**src/rtl/mult4_seq_ctrl.sv**
```systemverilog
// Sequential 4x4 unsigned shift-and-add multiplier around one shared 4-bit ripple-carry adder.
// Optional build macro: MULT_ZERO_SKIP_EN (zero operand bypasses CALC and completes in one edge).
module mult4_seq_ctrl #(
  parameter bit DONE_HOLD = 1'b0
) (
  input  logic       clk,
  input  logic       rst_n,
  input  logic       start,
  input  logic [3:0] ma,
  input  logic [3:0] mb,
  output logic       busy,
  output logic       done,
  output logic [7:0] p
);

  typedef enum logic [1:0] {
    ST_IDLE = 2'd0,
    ST_CALC = 2'd1,
    ST_DONE = 2'd2
  } state_t;

  state_t     state_r;
  logic [3:0] m_r;
  logic [3:0] a_r;
  logic [3:0] q_r;
  logic [1:0] cnt_r;
  logic [3:0] yi_s;
  logic [4:0] sum_s;
  logic       accept_s;
  logic       zero_skip_s;

  // 4-bit ripple-carry adder, carry-in tied low; returns {co, zi}
  function automatic logic [4:0] rca4(input logic [3:0] xi, input logic [3:0] yi);
    logic       c;
    logic [3:0] zi;
    c  = 1'b0;
    zi = 4'h0;
    for (int i = 0; i < 4; i++) begin
      zi[i] = xi[i] ^ yi[i] ^ c;
      c     = (xi[i] & yi[i]) | (c & (xi[i] ^ yi[i]));
    end
    return {c, zi};
  endfunction

  // Shared adder: accumulator plus multiplicand gated by the current multiplier LSB
  always_comb begin
    yi_s  = 4'h0;
    sum_s = 5'h00;
    if (q_r[0]) begin
      yi_s = m_r;
    end else begin
      yi_s = 4'h0;
    end
    sum_s = rca4(a_r, yi_s);
  end

  assign accept_s = start && ((state_r == ST_IDLE) || (state_r == ST_DONE));

`ifdef MULT_ZERO_SKIP_EN
  assign zero_skip_s = (ma == 4'h0) || (mb == 4'h0);
`else
  assign zero_skip_s = 1'b0;
`endif

  // Control FSM, operand/accumulator registers and registered handshake outputs
  always_ff @(posedge clk or negedge rst_n) begin
    if (!rst_n) begin
      state_r <= ST_IDLE;
      m_r     <= 4'h0;
      a_r     <= 4'h0;
      q_r     <= 4'h0;
      cnt_r   <= 2'd0;
      p       <= 8'h00;
      busy    <= 1'b0;
      done    <= 1'b0;
    end else if (accept_s) begin
      if (zero_skip_s) begin
        state_r <= ST_DONE;
        p       <= 8'h00;
        busy    <= 1'b0;
        done    <= 1'b1;
      end else begin
        state_r <= ST_CALC;
        m_r     <= ma;
        q_r     <= mb;
        a_r     <= 4'h0;
        cnt_r   <= 2'd3;
        busy    <= 1'b1;
        done    <= 1'b0;
      end
    end else begin
      case (state_r)
        ST_IDLE: begin
          busy <= 1'b0;
          done <= 1'b0;
        end
        ST_CALC: begin
          // The carry-out lands in A's MSB, so the 9th shift bit is always zero
          a_r <= sum_s[4:1];
          q_r <= {sum_s[0], q_r[3:1]};
          if (cnt_r == 2'd0) begin
            p       <= {sum_s, q_r[3:1]};
            state_r <= ST_DONE;
            busy    <= 1'b0;
            done    <= 1'b1;
          end else begin
            cnt_r <= cnt_r - 2'd1;
          end
        end
        ST_DONE: begin
          if (DONE_HOLD) begin
            done <= 1'b1;
          end else begin
            state_r <= ST_IDLE;
            done    <= 1'b0;
          end
        end
        default: begin
          state_r <= ST_IDLE;
          busy    <= 1'b0;
          done    <= 1'b0;
        end
      endcase
    end
  end

endmodule

```
**config.mk**
```make
export PLATFORM = sky130hd
export DESIGN_NAME = mult4_seq_ctrl
export DESIGN_NICKNAME = d
export VERILOG_FILES = /design/src/rtl/mult4_seq_ctrl.sv
export SDC_FILE = /design/constraint.sdc
export NUM_CORES = 1
export LEC_CHECK = 0
export CORE_ASPECT_RATIO = 1.4
export CORE_MARGIN = 2
export CORE_UTILIZATION = 51
export CTS_CLUSTER_SIZE = 16
export DETAILED_ROUTE_END_ITERATION = 12
export PLACE_DENSITY = 0.77
export SLEW_MARGIN = 40
export SYNTH_ARGS = -nofsm -noshare
export SYNTH_HDL_FRONTEND = slang
export SYNTH_SLANG_ARGS = --single-unit
```
**constraint.sdc**
```tcl
create_clock -name clk -period 2.95 [get_ports clk]
set_input_delay 0.295 -clock clk [delete_from_list [all_inputs] [get_ports clk]]
set_output_delay 0.295 -clock clk [all_outputs]
set_load 0.02 [all_outputs]
```
[Word level (Yosys, flattened, before mapping)]
Index checks and enable logic that the tools add are counted.
Word-level totals
  bits in registers: 26
  output and inout bits: 10
Cells by class
  add/sub/neg operators: 1
  eq/ne operators: 6
  mux-type cells: 17
  bitwise gates (word level): 18
  reductions and logical operators: 9
Operators with widths (count)
  $mux 4: 5
  $mux 2: 5
  $and 1x1->1: 7
  $xor 1x1->1: 7
  $ne 2x2->1 const B: 3
  $reduce_and 2->1: 3
  $mux 1: 5
  $logic_not 2->1: 2
  $pmux 2 s2: 1
  $ne 3x3->1 const B: 1
  $or 1x1->1: 3
  $reduce_and 3->1: 1
  $eq 2x1->1 const B: 1
  $eq 2x2->1 const B: 1
  $pmux 1 s2: 1
  $reduce_bool 2->1: 1
  $sub 2x1->2 const B: 1
  $logic_and 1x1->1: 1
  $logic_or 1x1->1: 1
  $not 1->1: 1

[Logic depth before layout (Yosys ltp)]
Gate-level depths: netlist of the first run.
  depth after elaboration: 10
  depth in mapped cells: 10

[Worst setup path before layout of the first run]
No wires, ideal clock.
  path type: reg2reg
  start: register q_r[0]
  end: register a_r[2]
  data arrival time: 2022 ps
  required time: 2829 ps
  slack: 807 ps
  stages on the path, launching flop included: 11
  path buffers: 0
  path through: dfrtp_1 -> and2_1 -> ha_1 -> inv_1 -> fa_1 -> inv_1 -> fa_1 -> inv_1 -> fa_1 -> o21ai_0 -> a22o_1
On the way
  word-level cells in the longest chain between the ends: 9
Ends and longest elaborated chain
  start, declared: RTL line 25  | logic [3:0] q_r;
  start signal, assigned: RTL line 85  | q_r <= mb;
  start signal, assigned: RTL line 100  | q_r <= {sum_s[0], q_r[3:1]};
  $mux 4 (*): RTL line 49  | if (q_r[0]) begin
  $and 1x1->1 or $xor 1x1->1 (tied branches): RTL line 40  | c = (xi[i] & yi[i]) | (c & (xi[i] ^ yi[i]));
  $and 1x1->1: RTL line 40
  $or 1x1->1: RTL line 40
  $and 1x1->1: RTL line 40
  $or 1x1->1: RTL line 40
  $xor 1x1->1 (*): RTL line 39  | zi[i] = xi[i] ^ yi[i] ^ c;
  $mux 4 (*): RTL line 92  | case (state_r)
  $mux 4 (*): RTL line 76  | end else if (accept_s) begin
  end signal, assigned: RTL line 99  | a_r <= sum_s[4:1];
  end, declared: RTL line 24  | logic [3:0] a_r;
Every way passes the cells marked *; elsewhere a longest branch is shown, timed or not. The select of a mux whose other input is x is not followed.
A chain may end at the register's enable or synchronous reset.

[Worst setup path in the final report of the first run]
Same ends and word-level chain as after synthesis.

==> results of run 1 <==
report_power, final:
part / internal (mW) / total, mW / leakage (nW) / switching, mW
logic: 0.392 / 0.734 / 0.321 / 0.342
clock network: 0.0755 / 0.179 / 0.0210 / 0.104
registers: 0.521 / 0.673 / 0.321 / 0.153
total: 0.988 / 1.59 / 0.663 / 0.599
layout by cell type (no fill, tap or decap), drive strengths merged, types with 2 or more instances in the layout:
master | Yosys | layout
a22oi | 2 | 2
nand2 | 9 | 9
a22o | 4 | 4
dfrtp | 26 | 26
ha | 2 | 2
nor2b | 5 | 5
nand3b | 2 | 2
inv | 9 | 9
fa | 3 | 3
and2 | 2 | 2
a21oi | 6 | 6
mux2i | 3 | 3
clkdlybuf4s50 | 0 | 20
mux2 | 9 | 9
o21ai | 10 | 10
clkbuf | 0 | 4
nor2 | 2 | 2
a211oi | 3 | 3
cells in the mapped netlist:
library cell	n	area, sq um
inv_1	9	33.8
dfrtp_1	26	651
o311a_1	1	10.0
nand2_1	9	33.8
ha_1	2	25.0
mux2_4	1	15.0
buf_6	3	33.8
nor2_1	2	7.51
o21ai_0	10	50.1
mux2_1	1	11.3
buf_2	4	20.0
nand3b_4	1	20.0
and2_1	2	12.5
nor2b_1	5	31.3
fa_1	3	60.1
mux2_2	7	78.8
o21a_1	1	7.51
a22oi_1	2	15.0
xnor2_1	1	8.76
mux2i_1	3	30.0
nand3b_1	1	7.51
a22o_1	4	35.0
a211oi_1	3	22.5
a21oi_1	6	30.0
a21o_1	1	7.51
metal layers:
metal | global-route usage | vias to the layer above
li1 | - | 403
met4 | 0.0821 | 0
met2 | 0.292 | 20
met3 | 0.0202 | 6
met1 | 0.227 | 406
met5 | 0 | -
worst max-delay path: cells and delay by family, from the launching register on:
| family | cells | cell delay, ns |
|---|---|---|
| and+or+nand+nor | 1 | 0.14 |
| DFF | 1 | 0.43 |
| AOI/OAI and AO/OA | 2 | 0.34 |
| buffers and inverters | 3 | 0.18 |
| adders and majority gates | 4 | 1.12 |
sequential cells by signal, summed over array words and instances, names as in the netlist:
signal   cells
a_r          4
state_r      2
done         1
busy         1
cnt_r        2
m_r          4
p            8
q_r          4
layout make-up:
type,count,share of cell area
tap,23,0.0195
inverter,9,0.0229
multi-input combinational,66,0.352
timing repair buffer,21,0.141
clock buffer,4,0.0246
sequential,26,0.441
path summary, 6_finish.rpt:
path	cells past startpoint	slack, ns	to	startpoint
worst max-delay path	10	0.64	a_r[2]	q_r[0]
worst min-delay path	2	0.32	p[5]	rst_n
worst max register to register	10	0.64	a_r[2]	q_r[0]
worst min register to register	2	0.49	p[1]	p[1]
max in group asynchronous	2	2.39	m_r[3]	rst_n
min in group clk	2	0.49	p[1]	p[1]
per-stage QoR:
| stage | cell area [sq um] | util |
|---|---|---|
| 4_1_cts | 1480 | 0.624 |
| 5_1_grt | 1480 | 0.624 |
| 2_1_floorplan | 1260 | - |
| 6_report | 1480 | 0.624 |
| 3_5_place_dp | 1440 | 0.609 |
| 3_3_place_gp | 1440 | 0.609 |
cell families (layout without fill, tap and decap cells):
kind of cell	Yosys count	after routing	synth area share
AOI/OAI and AO/OA	28	28	0.141
xor gates and xnor gates	1	1	0.00697
adders and majority gates	5	5	0.0677
buffers and inverters	16	34	0.0696
DFF	26	26	0.517
muxes	12	12	0.107
and+or+nand+nor	20	20	0.0896
==> results by group, run 1 <==
Timing
  • Final setup margin: 0.642 ns
  • Min Tclk post-route: 2.31 ns
  • Setup TNS: 0 ns
  • Clock skew: 0.00491 ns
  • Max-slew violations: 0
  • Slew @ Worst Pin: 0.634 ns
  • RSZ-0062 raised after global routing: no
  • Slew HR: 0.578
  • Fmax: 433 MHz
  • Worst-case hold slack: 0.324 ns
  • Setup violation total in the final timing report: 0
  • Crit share post-route: 0.782
  • Fin. Hold Viols: 0

Finish
  • Number of diodes: 0
  • Seq. cell area: 651 sq um
  • Footprint of the multi-input gates: 519 sq um
  • Area Overhead vs Synth: 17.4%
  • Non-Filler Instances: 149
  • Layout cells sized above 1: 0.111
  • Filler instances: 207
  • # nets final: 143

Setup path
  • Worst path slowest cell: fa_1
  • Worst path required time: 3.17 ns
  • Worst setup SP type: flop
  • CP Cell Sequence: and2_1 > ha_1 > inv_1 > fa_1 > inv_1 > fa_1 > inv_1 > fa_1 > o21ai_0 > a22o_1
  • Setup crit end kind: flop
  • Crit-path max FO: 6
  • Crit path DAT: 2.53 ns
  • Crit Path Class: flop to flop
  • Max stage delay on crit path: 0.48 ns

Route
  • Routed wl met2: 1100 um
  • WL per Instance: 14.0 um
  • Post-route ant nets: 0
  • Drt drc: 0
  • Final WL: 2080 um
  • Routed wl met3: 63 um
  • M1 WL: 868 um
  • Vias per inst: 5.60
  • Drt initial violations: 51
  • Initial DRT Pass Iterations: 4
  • Vias: 835
  • Top layer in use: met4

Floorplanning
  • Initial Util: 0.532
  • Die extent in x: 46.0 um
  • Die ar.: 2880 sq um
  • Rows: 21
  • Io pins: 21
  • Core Area: 2360 sq um
  • Die height: 62.8 um

Global routing
  • First-pass GRT wire length: 3830 um
  • Global router's overall resource usage: 0.179
  • Initial antenna violation count: 0
  • Vias in the first global route: 911
  • Largest net degree at the start of global routing: 27
  • Grt ovf: 0

Clock network
  • Clock Latency Late Sink: 0.32 ns
  • CTS root buffer: clkbuf_4
  • H-tree depth: 1
  • CTS max path bufs: 2
  • Post-CTS Setup Inserts: 0
  • Reg clk slew, reported paths: 0.14 ns
  • PostCTS Resize Cnt: 0
  • CTS Hold Bufs: 0
  • Sink Count: 26
  • Num CTS Buffers: 3
  • CTS tree: done

Placed design
  • Placed cell count: 145
  • Hpwl dp: 1570 um
  • I/O Buffers: 20
  • Routability cong.: 0.765
  • Setup WS pre-CTS: 0.660 ns

Logic synthesis
  • Syn nets: 124
  • Yosys warnings: 0
  • Seq/Total Area, Yosys: 0.517
  • Cell Area, Synth: 1260 sq um
  • Synthesized area per cell: 11.6 sq um
  • Yosys cell types: 25
  • Yosys reg bits: 26
  • Syn Inst Count: 108

Status
  • Status: complete, no violations

Hold path
  • HP Class: input port to asynchronous set/reset pin

Power and ir drop
  • Total power: 1.59 mW
  • Pwr dens: 1070 nW/um^2
  • Lkg Pwr: 0.663 nW
  • Worst vdd ir: 0.535 mV

Job
  • Max Cap Viol: 0
Note: power is estimated with default switching activity, not from simulation.
==> run 2, diff against run 1 <==
==> constraint.sdc (replaced) <==
create_clock -name clk -period 2.3 [get_ports clk]
set_input_delay 0.23 -clock clk [delete_from_list [all_inputs] [get_ports clk]]
set_output_delay 0.23 -clock clk [all_outputs]
set_load 0.02 [all_outputs]
==> results by group, run 2 (synthesis results as in run 1) <==
Status
  • Status: complete, no violations

Finish
  • Post-route cell area: 1520 sq um
  • Commonest non-fill, non-tap cell in the layout: dfrtp_1
  • Fin util: 0.644
  • Number of diodes: 0
  • Layout cells sized above 1: 0.138
  • Area Overhead vs Synth: 21.1%
  • Seq. cell area: 651 sq um
  • Filler instances: 203
  • # nets final: 147
  • Most flops, register: p
  • Max FFs per register: 8
  • Footprint of the multi-input gates: 519 sq um
  • Commonest non-fill, non-tap cells in the layout: 26 x dfrtp_1, 20 x clkdlybuf4s50_1, 9 x inv_1, 9 x nand2_1, 9 x o21ai_0

Timing
  • Fmax: 459 MHz
  • Setup violation total in the final timing report: 0
  • Clock skew: 0.00819 ns
  • Setup TNS: 0 ns
  • RSZ-0062 raised after global routing: no
  • Min Tclk post-route: 2.18 ns
  • Slew HR: 0.631
  • Max-slew violations: 0
  • Fin. Hold Viols: 0
  • Worst-case hold slack: 0.258 ns
  • Crit share post-route: 0.946
  • Slew @ Worst Pin: 0.553 ns

Power and ir drop
  • Total power: 2.16 mW
  • Pwr dens: 1420 nW/um^2
  • Worst vdd ir: 0.730 mV
  • Lkg Pwr: 0.689 nW

Setup path
  • CP Cell Sequence: and2_1 > ha_1 > inv_1 > fa_1 > inv_1 > fa_1 > inv_1 > fa_1 > o21ai_1 > a22o_1
  • Crit-path max FO: 2
  • Worst setup SP type: flop
  • Max stage delay on crit path: 0.50 ns
  • CP Buf/Inv Count: 3
  • Crit path DAT: 2.41 ns
  • CP delay by family, top: adder cells
  • Setup crit end kind: flop
  • Crit Path Class: flop to flop
  • Worst path required time: 2.53 ns
  • Worst path slowest cell: fa_1

Global routing
  • Initial antenna violation count: 0
  • Global router's overall resource usage: 0.179
  • Grt ovf: 0
  • Met2 usage: 0.288
  • Global route hottest layer: met2
  • First-pass GRT wire length: 3910 um
  • GR Layer Usage met1: 0.236
  • Vias in the first global route: 912
  • Largest net degree at the start of global routing: 27
  • Met3 Use GR: 0.0202

Clock network
  • H-tree depth: 1
  • CTS max path bufs: 2
  • Sink Count: 26
  • CTS root buffer: clkbuf_4
  • Clock Latency Late Sink: 0.32 ns
  • Num CTS Buffers: 3
  • CTS tree: done
  • Reg clk slew, reported paths: 0.15 ns

Route
  • Vias: 841
  • Drt drc: 0
  • Vias per inst: 5.50
  • Drt initial violations: 20
  • Post-route ant nets: 0
  • Final WL: 2200 um
  • WL per Instance: 14.4 um
  • Initial DRT Pass Iterations: 4

Floorplanning
  • Die height: 62.8 um
  • Rows: 21
  • Die ar.: 2880 sq um
  • Die extent in x: 46.0 um
  • Core Area: 2360 sq um
  • Io pins: 21
  • Initial Util: 0.532

Placed design
  • Routability cong.: 0.772
  • I/O Buffers: 20
  • Post-DP Area: 1460 sq um
  • Hpwl dp: 1580 um

Hold path
  • HP Class: input port to asynchronous set/reset pin

Job
  • Max Cap Viol: 0
==> run 2: cell type report <==
cell class	instances	area share
Sequential cell	26	0.427
Multi-Input combinational cell	66	0.341
Timing Repair Buffer	25	0.156
Inverter	9	0.0222
Clock inverter	1	0.0197
Tap cell	23	0.0189
Clock buffer	3	0.0148
==> run 2: final timing paths <==
path / start / end / slack [ns] / cells past startpoint
max in group asynchronous: rst_n / p[7] / 1.80 / 2
worst max register to register: q_r[0] / a_r[2] / 0.12 / 10
worst min register to register: p[4] / p[4] / 0.49 / 2
min in group clk: p[4] / p[4] / 0.49 / 2
worst max-delay path: q_r[0] / a_r[2] / 0.12 / 10
worst min-delay path: rst_n / a_r[2] / 0.26 / 2
==> run 2: timing repair <==
item,CTS,global route
hold buffers,0,0
gates resized for setup,0,1
setup endpoints to repair,0,1
buffers inserted,0,1
==> run 2: stage by stage <==
stage / setup slack, ns / instances
2_1_floorplan: 0.157 / 108
3_3_place_gp: 0.179 / 148
3_5_place_dp: 0.130 / 148
4_1_cts: 0.126 / 152
5_1_grt: 0.00140 / 153
6_report: 0.124 / 153
==> run 2: power breakdown <==
group | leakage (nW) | internal (mW) | switching, mW
sequential | 0.321 | 0.668 | 0.159
clock | 0.0279 | 0.176 | 0.138
combinational | 0.341 | 0.535 | 0.480
==> run 2: worst reg2reg max path, delay by kind of cell, from the launching register on <==
family          cells  cell delay (ns)
simple gates        1             0.12
compound gates      2             0.31
fa+ha+maj           4             1.13
buf+inv             3             0.17
flops               1             0.37
==> run 2: per-layer routing <==
metal,vias to the layer above,share of wire,routed length [um]
li1,414,-,-
met1,409,0.46,1020
met2,16,0.50,1100
met3,2,0.025,55
met4,0,0.0091,20
met5,-,0,0
